File: src/rtl/prog_seq_if.sv
// Bus between the program sequencer, its program ROM, the BRZ register
// read port and the execute stage.
interface prog_seq_if #(
  parameter int AW  = 13,
  parameter int IW  = 18,
  parameter int RSD = 4
);
  // Issue handshake: issue_valid/issue_instr describe the instruction
  // presented to execute. While stall is high the execute stage refuses
  // it, and the sequencer freezes completely, so the presented word stays
  // stable. An instruction counts as accepted on a rising edge where
  // issue_valid is high and stall is low.
  logic                     start;
  logic                     ready;
  logic [AW-1:0]            padr;
  logic [IW-1:0]            instr;
  logic [3:0]               brz_reg;
  logic                     brz_zero;
  logic                     stall;
  logic                     issue_valid;
  logic [IW-1:0]            issue_instr;
  logic                     rs_err;
  logic [$clog2(RSD+1)-1:0] rs_count;

  modport master (
    input  start, instr, brz_zero, stall,
    output ready, padr, brz_reg, issue_valid, issue_instr, rs_err, rs_count
  );

  modport slave (
    output start, instr, brz_zero, stall,
    input  ready, padr, brz_reg, issue_valid, issue_instr, rs_err, rs_count
  );
endinterface

File: src/rtl/prog_seq.sv
// Program sequencer: owns the PC, resolves BRZ/JMP/RET against the ROM word
// in the same cycle and issues everything else one cycle later.
module prog_seq #(
  parameter int AW  = 13,
  parameter int IW  = 18,
  parameter int RSD = 4
) (
  input logic        clk,
  input logic        rst,
  prog_seq_if.master bus
);
  localparam int SPW = (RSD > 1) ? $clog2(RSD) : 1;
  localparam int CW  = $clog2(RSD + 1);

  localparam logic [4:0] OP_BRZ = 5'b11000;
  localparam logic [4:0] OP_JMP = 5'b11010;
  localparam logic [4:0] OP_RET = 5'b11100;

  typedef enum logic [3:0] {
    ACT_HOLD,
    ACT_START,
    ACT_BRANCH,
    ACT_SKIP,
    ACT_FLUSH,
    ACT_CALL,
    ACT_RETURN,
    ACT_UNDERFLOW,
    ACT_ISSUE
  } act_e;

  logic [AW-1:0]  pc, pc_nxt;
  logic [AW-1:0]  rs_mem [RSD];
  logic [SPW-1:0] sp, sp_nxt;
  logic [CW-1:0]  cnt, cnt_nxt;
  logic           iv, iv_nxt;
  logic [IW-1:0]  ii, ii_nxt;
  logic           err, err_nxt;
  logic           push;
  act_e           act;

  logic [4:0]     op;
  logic [8:0]     off;
  logic [AW-1:0]  off_ext;
  logic [AW-1:0]  tgt;
  logic [AW-1:0]  pc_inc;
  logic [SPW-1:0] sp_inc;
  logic [SPW-1:0] sp_dec;

  assign op      = bus.instr[IW-1 -: 5];
  assign off     = bus.instr[12:4];
  assign off_ext = {{(AW-9){off[8]}}, off};
  assign tgt     = bus.instr[AW-1:0];
  assign pc_inc  = pc + 1'b1;

  // sp always points at the next free slot; when full that slot holds the
  // oldest entry, so a push there overwrites it.
  assign sp_inc = (sp == SPW'(RSD - 1)) ? '0 : sp + 1'b1;
  assign sp_dec = (sp == '0) ? SPW'(RSD - 1) : sp - 1'b1;

  // State register
  always_ff @(posedge clk) begin
    if (rst) begin
      pc  <= '0;
      sp  <= '0;
      cnt <= '0;
      iv  <= 1'b0;
      ii  <= '0;
      err <= 1'b0;
    end else begin
      pc  <= pc_nxt;
      sp  <= sp_nxt;
      cnt <= cnt_nxt;
      iv  <= iv_nxt;
      ii  <= ii_nxt;
      err <= err_nxt;
    end
  end

  always_ff @(posedge clk) begin
    if (!rst && push) rs_mem[sp] <= pc_inc;
  end

  // Action decode: start at the idle address beats whatever word sits there.
  always_comb begin
    act = ACT_HOLD;
    if (!bus.stall) begin
      if (bus.start && pc == '0) begin
        act = ACT_START;
      end else begin
        case (op)
          OP_BRZ:  act = bus.brz_zero ? ACT_BRANCH : ACT_SKIP;
          OP_JMP:  act = (tgt == '0) ? ACT_FLUSH : ACT_CALL;
          OP_RET:  act = (cnt == '0) ? ACT_UNDERFLOW : ACT_RETURN;
          default: act = ACT_ISSUE;
        endcase
      end
    end
  end

  // Next-state
  always_comb begin
    pc_nxt  = pc;
    sp_nxt  = sp;
    cnt_nxt = cnt;
    iv_nxt  = iv;
    ii_nxt  = ii;
    err_nxt = err;
    push    = 1'b0;
    case (act)
      ACT_HOLD: begin
      end
      ACT_START: begin
        pc_nxt = AW'(1);
        iv_nxt = 1'b0;
      end
      ACT_BRANCH: begin
        pc_nxt = pc + off_ext;
        iv_nxt = 1'b0;
      end
      ACT_SKIP: begin
        pc_nxt = pc_inc;
        iv_nxt = 1'b0;
      end
      ACT_FLUSH: begin
        pc_nxt  = '0;
        sp_nxt  = '0;
        cnt_nxt = '0;
        iv_nxt  = 1'b0;
      end
      ACT_CALL: begin
        push   = 1'b1;
        pc_nxt = tgt;
        sp_nxt = sp_inc;
        if (cnt != CW'(RSD)) cnt_nxt = cnt + 1'b1;
        iv_nxt = 1'b0;
      end
      ACT_RETURN: begin
        pc_nxt  = rs_mem[sp_dec];
        sp_nxt  = sp_dec;
        cnt_nxt = cnt - 1'b1;
        iv_nxt  = 1'b0;
      end
      ACT_UNDERFLOW: begin
        pc_nxt  = '0;
        err_nxt = 1'b1;
        iv_nxt  = 1'b0;
      end
      ACT_ISSUE: begin
        pc_nxt = pc_inc;
        iv_nxt = 1'b1;
        ii_nxt = bus.instr;
      end
      default: begin
      end
    endcase
  end

  // Outputs
  always_comb begin
    bus.padr        = pc;
    bus.ready       = (pc == '0);
    bus.brz_reg     = bus.instr[3:0];
    bus.issue_valid = iv;
    bus.issue_instr = ii;
    bus.rs_err      = err;
    bus.rs_count    = cnt;
  end
endmodule

File: src/flat_wrapper.sv
// flat-port wrapper written by rule: the top's interface ports become plain ports
module prog_seq_flat 
#(
  parameter int AW  = 13,
  parameter int IW  = 18,
  parameter int RSD = 4
)
  (clk, rst, bus_start, bus_instr, bus_brz_zero, bus_stall, bus_ready, bus_padr, bus_brz_reg, bus_issue_valid, bus_issue_instr, bus_rs_err, bus_rs_count);
  prog_seq_if #(.AW(AW), .IW(IW), .RSD(RSD)) bus_i ();
  input logic clk;
  input logic rst;
  input wire logic [$bits(bus_i.start)-1:0] bus_start;
  input wire logic [$bits(bus_i.instr)-1:0] bus_instr;
  input wire logic [$bits(bus_i.brz_zero)-1:0] bus_brz_zero;
  input wire logic [$bits(bus_i.stall)-1:0] bus_stall;
  output wire logic [$bits(bus_i.ready)-1:0] bus_ready;
  output wire logic [$bits(bus_i.padr)-1:0] bus_padr;
  output wire logic [$bits(bus_i.brz_reg)-1:0] bus_brz_reg;
  output wire logic [$bits(bus_i.issue_valid)-1:0] bus_issue_valid;
  output wire logic [$bits(bus_i.issue_instr)-1:0] bus_issue_instr;
  output wire logic [$bits(bus_i.rs_err)-1:0] bus_rs_err;
  output wire logic [$bits(bus_i.rs_count)-1:0] bus_rs_count;
  assign bus_i.start = bus_start;
  assign bus_i.instr = bus_instr;
  assign bus_i.brz_zero = bus_brz_zero;
  assign bus_i.stall = bus_stall;
  assign bus_ready = bus_i.ready;
  assign bus_padr = bus_i.padr;
  assign bus_brz_reg = bus_i.brz_reg;
  assign bus_issue_valid = bus_i.issue_valid;
  assign bus_issue_instr = bus_i.issue_instr;
  assign bus_rs_err = bus_i.rs_err;
  assign bus_rs_count = bus_i.rs_count;
  prog_seq #(.AW(AW), .IW(IW), .RSD(RSD)) u_core (.clk(clk), .rst(rst), .bus(bus_i));
endmodule
File: config.mk
export PLATFORM = sky130hd
export DESIGN_NAME = prog_seq_flat
export DESIGN_NICKNAME = d
export VERILOG_FILES = /design/src/rtl/prog_seq_if.sv /design/src/rtl/prog_seq.sv /design/src/flat_wrapper.sv
export SDC_FILE = /design/constraint.sdc
export NUM_CORES = 1
export LEC_CHECK = 0
export CAP_MARGIN = 20
export CELL_PAD_IN_SITES_DETAIL_PLACEMENT = 0
export CELL_PAD_IN_SITES_GLOBAL_PLACEMENT = 1
export CORE_MARGIN = 2
export CORE_UTILIZATION = 40
export DETAILED_ROUTE_END_ITERATION = 8
export GPL_ROUTABILITY_DRIVEN = 0
export PLACE_DENSITY = 0.75
export SYNTH_ARGS = -nofsm -noshare
export SYNTH_HDL_FRONTEND = slang
export SYNTH_SLANG_ARGS = --single-unit
File: constraint.sdc
create_clock -name clk -period 2.85 [get_ports clk]
set_clock_uncertainty 0.2 [all_clocks]
set_input_delay 0.57 -clock clk [delete_from_list [all_inputs] [get_ports clk]]
set_output_delay 0.57 -clock clk [all_outputs]
set_load 0.05 [all_outputs]
==> results of run 1 <==
-- layer usage --
| metal | global-route usage [%] | vias to the layer above | routed length, um |
|---|---|---|---|
| met4 | 6.098 | 0 | 221 |
| li1 | - | 1860 | - |
| met3 | 3.780 | 17 | 881 |
| met1 | 29.21 | 1902 | 5764 |
| met2 | 36.63 | 153 | 6657 |
| met5 | 0 | - | 0 |
-- worst paths after layout --
check / cells after the start / from / slack (ns) / end
worst max-delay path: 8 / bus_instr[15] / 0.04 / u_core.bus.padr[0]
worst min-delay path: 2 / u_core.bus.issue_instr[16] / 0.26 / u_core.bus.issue_instr[16]
worst max register to register: 8 / u_core.bus.padr[0] / 0.10 / u_core.bus.padr[0]
worst min register to register: 2 / u_core.bus.issue_instr[16] / 0.26 / u_core.bus.issue_instr[16]
-- sequential cells by signal, summed over array words and instances, names as in the netlist --
signal,flops
u_core.bus.rs_count,3
u_core.bus.issue_instr,18
u_core.rs_mem,52
u_core.bus.rs_err,1
u_core.sp,2
u_core.bus.issue_valid,1
u_core.bus.padr,13
-- layout make-up --
cell class | count | area, um2 | area share [%]
multi-input cells | 286 | 2216 | 34.56
clock buffers | 9 | 225.2 | 3.512
clock inverters | 7 | 87.58 | 1.366
flip-flops and latches | 90 | 2323 | 36.23
repair buffers | 144 | 1329 | 20.72
well taps | 143 | 178.9 | 2.790
inverters | 14 | 52.55 | 0.8195
-- worst max-delay path, cell delays in order --
cell and delay [ns]:
clkdlybuf4s50_1 0.47, buf_4 0.19, buf_4 0.14, nor3_1 0.16, nor2_1 0.07, nor2_1 0.77, a221oi_1 0.21, a221oi_2 0.28
-- cell usage in the layout, fill, tap and decap left out, drive strengths merged, types with 3 or more instances in the layout --
cell / netlist / routed
nand4: 4 / 4
or2: 4 / 4
a31oi: 8 / 8
edfxtp: 52 / 52
a222oi: 10 / 10
nand2: 46 / 46
a21oi: 31 / 31
o31ai: 4 / 4
buf: 14 / 86
mux4: 13 / 13
nor4: 7 / 7
xor2: 4 / 4
a22oi: 6 / 6
ha: 18 / 18
inv: 14 / 20
and3: 5 / 5
nor3: 5 / 5
xnor2: 17 / 17
nand3: 25 / 25
and2: 7 / 7
clkbuf: 9 / 9
a221oi: 5 / 5
nor2: 17 / 17
o21ai: 10 / 10
a211oi: 3 / 3
clkdlybuf4s50: 0 / 57
dfxtp: 38 / 38
-- kinds of logic after synthesis --
| logic type | share of synthesized area [%] |
|---|---|
| flip-flops | 49.37 |
| AO/OA/AOI/OAI | 14.31 |
| adder cells (fa/ha/maj) | 5.640 |
| buffers and inverters | 3.884 |
| AND/OR/NAND/NOR | 15.64 |
| multiplexers | 7.236 |
| XOR/XNOR | 3.910 |
-- where the power goes --
group,internal (mW),leakage [nW],switching [mW]
clock network,0.705,0.155,0.556
registers,1.39,0.821,0.0149
logic,0.208,1.42,0.293
total,2.30,2.39,0.864
-- repair_timing --
item                                    4_1_cts  5_1_grt
hold buffers                                  0        0
gates resized for setup                       0        6
endpoints found under the setup margin        0        8
setup buffers                                 0        0
==> reports/metrics.cfg, run 1 <==
[logic_synthesis]
syn-cell-area_um2=4703
ys_top_cells_by_area=edfxtp_1 (33%), dfxtp_1 (16%), ha_1 (4.8%)
syn_nets=456
syn_area_per_cell_um2=11.39
synth_commonest_cells=edfxtp_1 (52), nand2_1 (46), dfxtp_1 (38), a21oi_1 (31), nand3_1 (25)
ys.flop_type=edfxtp_1
synthArstFlopShare_pct=0
yosysMostFrequentCell=edfxtp_1
ys_seq_elements=90
yosys_warnings=0
ys_seq_area_share_pct=49.37
yosysTopAreaCellShare_pct=33.20
synth_cells=413
synth_top_cell_by_area=edfxtp_1
synth_edf_count=52
synth.distinct_cells=65

[sta]
hold_violations=0
fmax_ghz=0.3556
tns_ns=0
drv_slew=0
finalWorstSetupSlack_ns=0.03824
worst_pin_slew_ns=1.015
post-route-period-util_pct=98.66
hold_slack_ns=0.2571
setup_viol=0
period_needed_ns=2.812
slew-limit-headroom_pct=32.11

[final_layout]
stdcell_area_um2=6412
instances_no_fill=693
fillers=946
utilization_pct=55.92
diodes=0
finalNetCount=588
layout-drive-gt1-share_pct=24.91
syn2layout_area_growth_pct=36.34

[floorplan]
core_um2=11470
start_util_pct=41.01
io_pins=64
die_w_um=112.4
fp-row-count=39
die_area_um2=12640
dieHeight_um=112.4

[place]
post_dp_cell_area_um2=6080
post-place-cells=677
dp_hpwl_mm=10.16
dp_slack_ns=-0.3250
io_buffers=63

[critical_path]
cp-start-kind=primary input
path_max_fanout=13
endpoint_kind=flop
cp.required_ns=2.90
critPathArrivalTime_ns=2.86
worstSetupPathType=in -> reg

[outcome]
status=finished, final reports clean

[route]
drt_first_pass_iters=6
avgViaCountPerCell=5.674
finalWirelength_mm=13.53
vias=3932
drt_iter0_markers=342
drt-wirelength-per-cell_um=19.52
ant_nets=0
drc=0

[clock_network]
clockBufferDepth=2
clock-root-buffer=clkbuf_16
cts_made_buffers=9
clock_sinks=90
cts.clk_slew.worst_paths_ns=0.07
insertion_delay_ns=0.35
cts_tree=built
cts.htree.levels=3

[power]
finalPower_mw=3.167
total_leakage_power_nw=2.393
max-vdd-ir-drop_v=0.0002759
powerDensity_nw_per_um2=493.8

[grt]
antenna_found_initial=0
gr-total-overflow=0
grt_pass1_wl_mm=21.17
grt_max_degree=39
track_usage_pct=21.78
grt_pass1_vias=3915

[job]
cap_violations=0

[hold_path]
min_path_type=reg -> reg

Power figures use the tool's default switching activity.
==> run 2, diff against run 1 <==
--- a/config.mk
+++ b/config.mk
@@ -8,11 +8,10 @@
 export CAP_MARGIN = 20
 export CELL_PAD_IN_SITES_DETAIL_PLACEMENT = 0
 export CELL_PAD_IN_SITES_GLOBAL_PLACEMENT = 1
-export CORE_MARGIN = 2
-export CORE_UTILIZATION = 40
+export CORE_UTILIZATION = 47
 export DETAILED_ROUTE_END_ITERATION = 8
 export GPL_ROUTABILITY_DRIVEN = 0
-export PLACE_DENSITY = 0.75
+export PLACE_DENSITY = 0.83
 export SYNTH_ARGS = -nofsm -noshare
 export SYNTH_HDL_FRONTEND = slang
 export SYNTH_SLANG_ARGS = --single-unit
==> constraint.sdc (replaced) <==
create_clock -name clk -period 3.4 [get_ports clk]
set_clock_uncertainty 0.2 [all_clocks]
set_input_delay 0.68 -clock clk [delete_from_list [all_inputs] [get_ports clk]]
set_output_delay 0.68 -clock clk [all_outputs]
set_load 0.05 [all_outputs]
==> run 2 against run 1 <==
- cell area fell by 8.3%
- via count fell by 5.2%
- combinational power fell by 26%
- core utilization rose by 4.5 points
- global-route usage rose by 3.3 points
- clock power fell by 42%
- sequential power fell by 16%
- flip-flop and latch count did not move
- setup slack improved by 0.36 ns
- power fell by 28%
- critical endpoint is now u_core.bus.padr[12]
==> reports/metrics.cfg, run 2 (same netlist as run 1, synthesis figures left out) <==
[critical_path]
critPathTopFamily=compound AO/OA/AOI/OAI gates
crit_path_end=u_core.bus.padr[12]
worstSetupPathType=in -> reg
cp.buffers_inverters=1  ; -2
r2r_start=u_core.bus.padr[1]
slowest_stage=clkdlybuf4s50_1
reg2reg_depth=10  ; +2
startpoint=bus_instr[4]
cp.required_ns=3.45  ; +0.55 ns
critPathArrivalTime_ns=3.05  ; +0.19 ns
worstSetupPathDepth=9  ; +1
crit_path_cell_trace=clkdlybuf4s50_1 -> ha_1 -> fa_1 -> a211oi_1 -> o21ai_0 -> a221oi_1 -> xnor2_1 -> a22oi_1 -> a21oi_1
cp-start-kind=primary input
r2r_slack_ns=0.49  ; +0.39 ns
critPathMaxStageDelay_ns=0.47  ; -0.30 ns
endpoint_kind=flop
path_max_fanout=3  ; -10
regToRegEndpoint=u_core.bus.padr[4]

[route]
avgViaCountPerCell=5.843  ; +3.0%
finalWirelength_mm=12.28  ; -9.2%
drt_first_pass_iters=5  ; -1
vias=3728  ; -5.2%
drt_iter0_markers=279  ; -18%
drt-wirelength-per-cell_um=19.25  ; -1.3%
drc=0  ; unchanged
ant_nets=0  ; unchanged

[sta]
hold_slack_ns=0.2592  ; +0.002142 ns
finalWorstSetupSlack_ns=0.4011  ; +0.3628 ns
setup_viol=0  ; unchanged
post-route-period-util_pct=88.20
drv_slew=0  ; unchanged
slew-limit-headroom_pct=54.94  ; +23 points
hold_violations=0  ; unchanged
fmax_ghz=0.3335
rsz0062_at_grt=no
tns_ns=0  ; unchanged
worst_pin_slew_ns=0.6742  ; -0.3403 ns
period_needed_ns=2.999

[clock_network]
cts.clk_slew.worst_paths_ns=0.11  ; +0.04 ns
clockBufferDepth=2  ; unchanged
insertion_delay_ns=0.37  ; +0.02 ns
cts_resized=0  ; unchanged
clock_sinks=90  ; unchanged
cts_made_buffers=9  ; unchanged
cts_setup_buffers=0  ; unchanged
cts.htree.levels=3  ; unchanged
cts_tree=built
cts_hold_buf=0  ; unchanged
clock-root-buffer=clkbuf_8

[job]
cap_violations=0  ; unchanged

[final_layout]
largest_reg_flops=52  ; unchanged
stdcell_area_um2=5881  ; -8.3%
diodes=0  ; unchanged
finalNetCount=543  ; -7.7%
final_cell_mix=clkdlybuf4s50_1 (62), edfxtp_1 (52), nand2_1 (46)
instances_no_fill=638  ; -7.9%
syn2layout_area_growth_pct=25.03
utilization_pct=60.44  ; +4.5 points
regMostFlops=u_core.rs_mem
final_common_cell=clkdlybuf4s50_1
layout-drive-gt1-share_pct=15.84  ; -9.1 points

[grt]
track_usage_pct=25.04  ; +3.3 points
grt_max_degree=39  ; unchanged
antenna_found_initial=0  ; unchanged
grt_pass1_vias=3581  ; -8.5%
grt_pass1_wl_mm=19.20  ; -9.3%
gr-total-overflow=0  ; unchanged

[floorplan]
start_util_pct=48.34  ; +7.3 points
die_w_um=102.0  ; -9.2%
io_pins=64  ; unchanged
fp-row-count=36  ; -7.7%
die_area_um2=10410  ; -18%
dieHeight_um=102.0  ; -9.2%
core_um2=9729  ; -15%

[power]
max-vdd-ir-drop_v=0.0002781  ; +0.82%
finalPower_mw=2.286  ; -28%
powerDensity_nw_per_um2=388.7  ; -21%
total_leakage_power_nw=2.088  ; -13%

[hold_path]
min_path_type=reg -> reg

[place]
dp_hpwl_mm=9.280  ; -8.6%
dp_slack_ns=0.009148  ; +0.3342 ns
post_dp_cell_area_um2=5678  ; -6.6%
io_buffers=63  ; unchanged
post-place-cells=622  ; -8.1%

[outcome]
status=finished, final reports clean

-- run 2: final cells by class --
type | count | area, um2
Inverter | 14 | 52.55
Multi-Input combinational cell | 286 | 2198
Sequential cell | 90 | 2322
Clock inverter | 7 | 76.32
Timing Repair Buffer | 99 | 940.9
Fill cell | 836 | 3849
Tap cell | 133 | 166.4
Clock buffer | 9 | 123.9
-- run 2: metal layers --
layer,GRT usage (%),vias up,wire (um)
li1,-,1756,-
met1,34.68,1782,5303
met2,39.18,155,5742
met3,3.283,35,796
met4,11.76,0,442
met5,0,-,0
-- run 2: power breakdown --
| group | leakage (nW) | internal [mW] | switching (mW) | total, mW |
|---|---|---|---|---|
| registers | 0.821 | 1.16 | 0.0154 | 1.18 |
| clock network | 0.103 | 0.294 | 0.441 | 0.734 |
| logic | 1.16 | 0.141 | 0.231 | 0.372 |
| total | 2.09 | 1.60 | 0.687 | 2.29 |
-- run 2: tightest hold or removal path: stages, from the launching register on --
cell	delay, ns
dfxtp_1	0.32
nand2_1	0.05
a21oi_1	0.05
-- run 2: worst min path at each step --
stage | from | to | slack, ns | cells after the start
6_report | u_core.bus.issue_instr[1] | u_core.bus.issue_instr[1] | 0.26 | 2
5_1_grt | u_core.bus.issue_instr[0] | u_core.bus.issue_instr[0] | 0.28 | 2
4_1_cts | u_core.bus.issue_instr[14] | u_core.bus.issue_instr[14] | 0.26 | 2
3_5_place_dp | u_core.bus.issue_instr[14] | u_core.bus.issue_instr[14] | 0.25 | 2
3_3_place_gp | u_core.bus.issue_instr[14] | u_core.bus.issue_instr[14] | 0.24 | 2
2_1_floorplan | u_core.sp[1] | u_core.sp[1] | 0.32 | 2
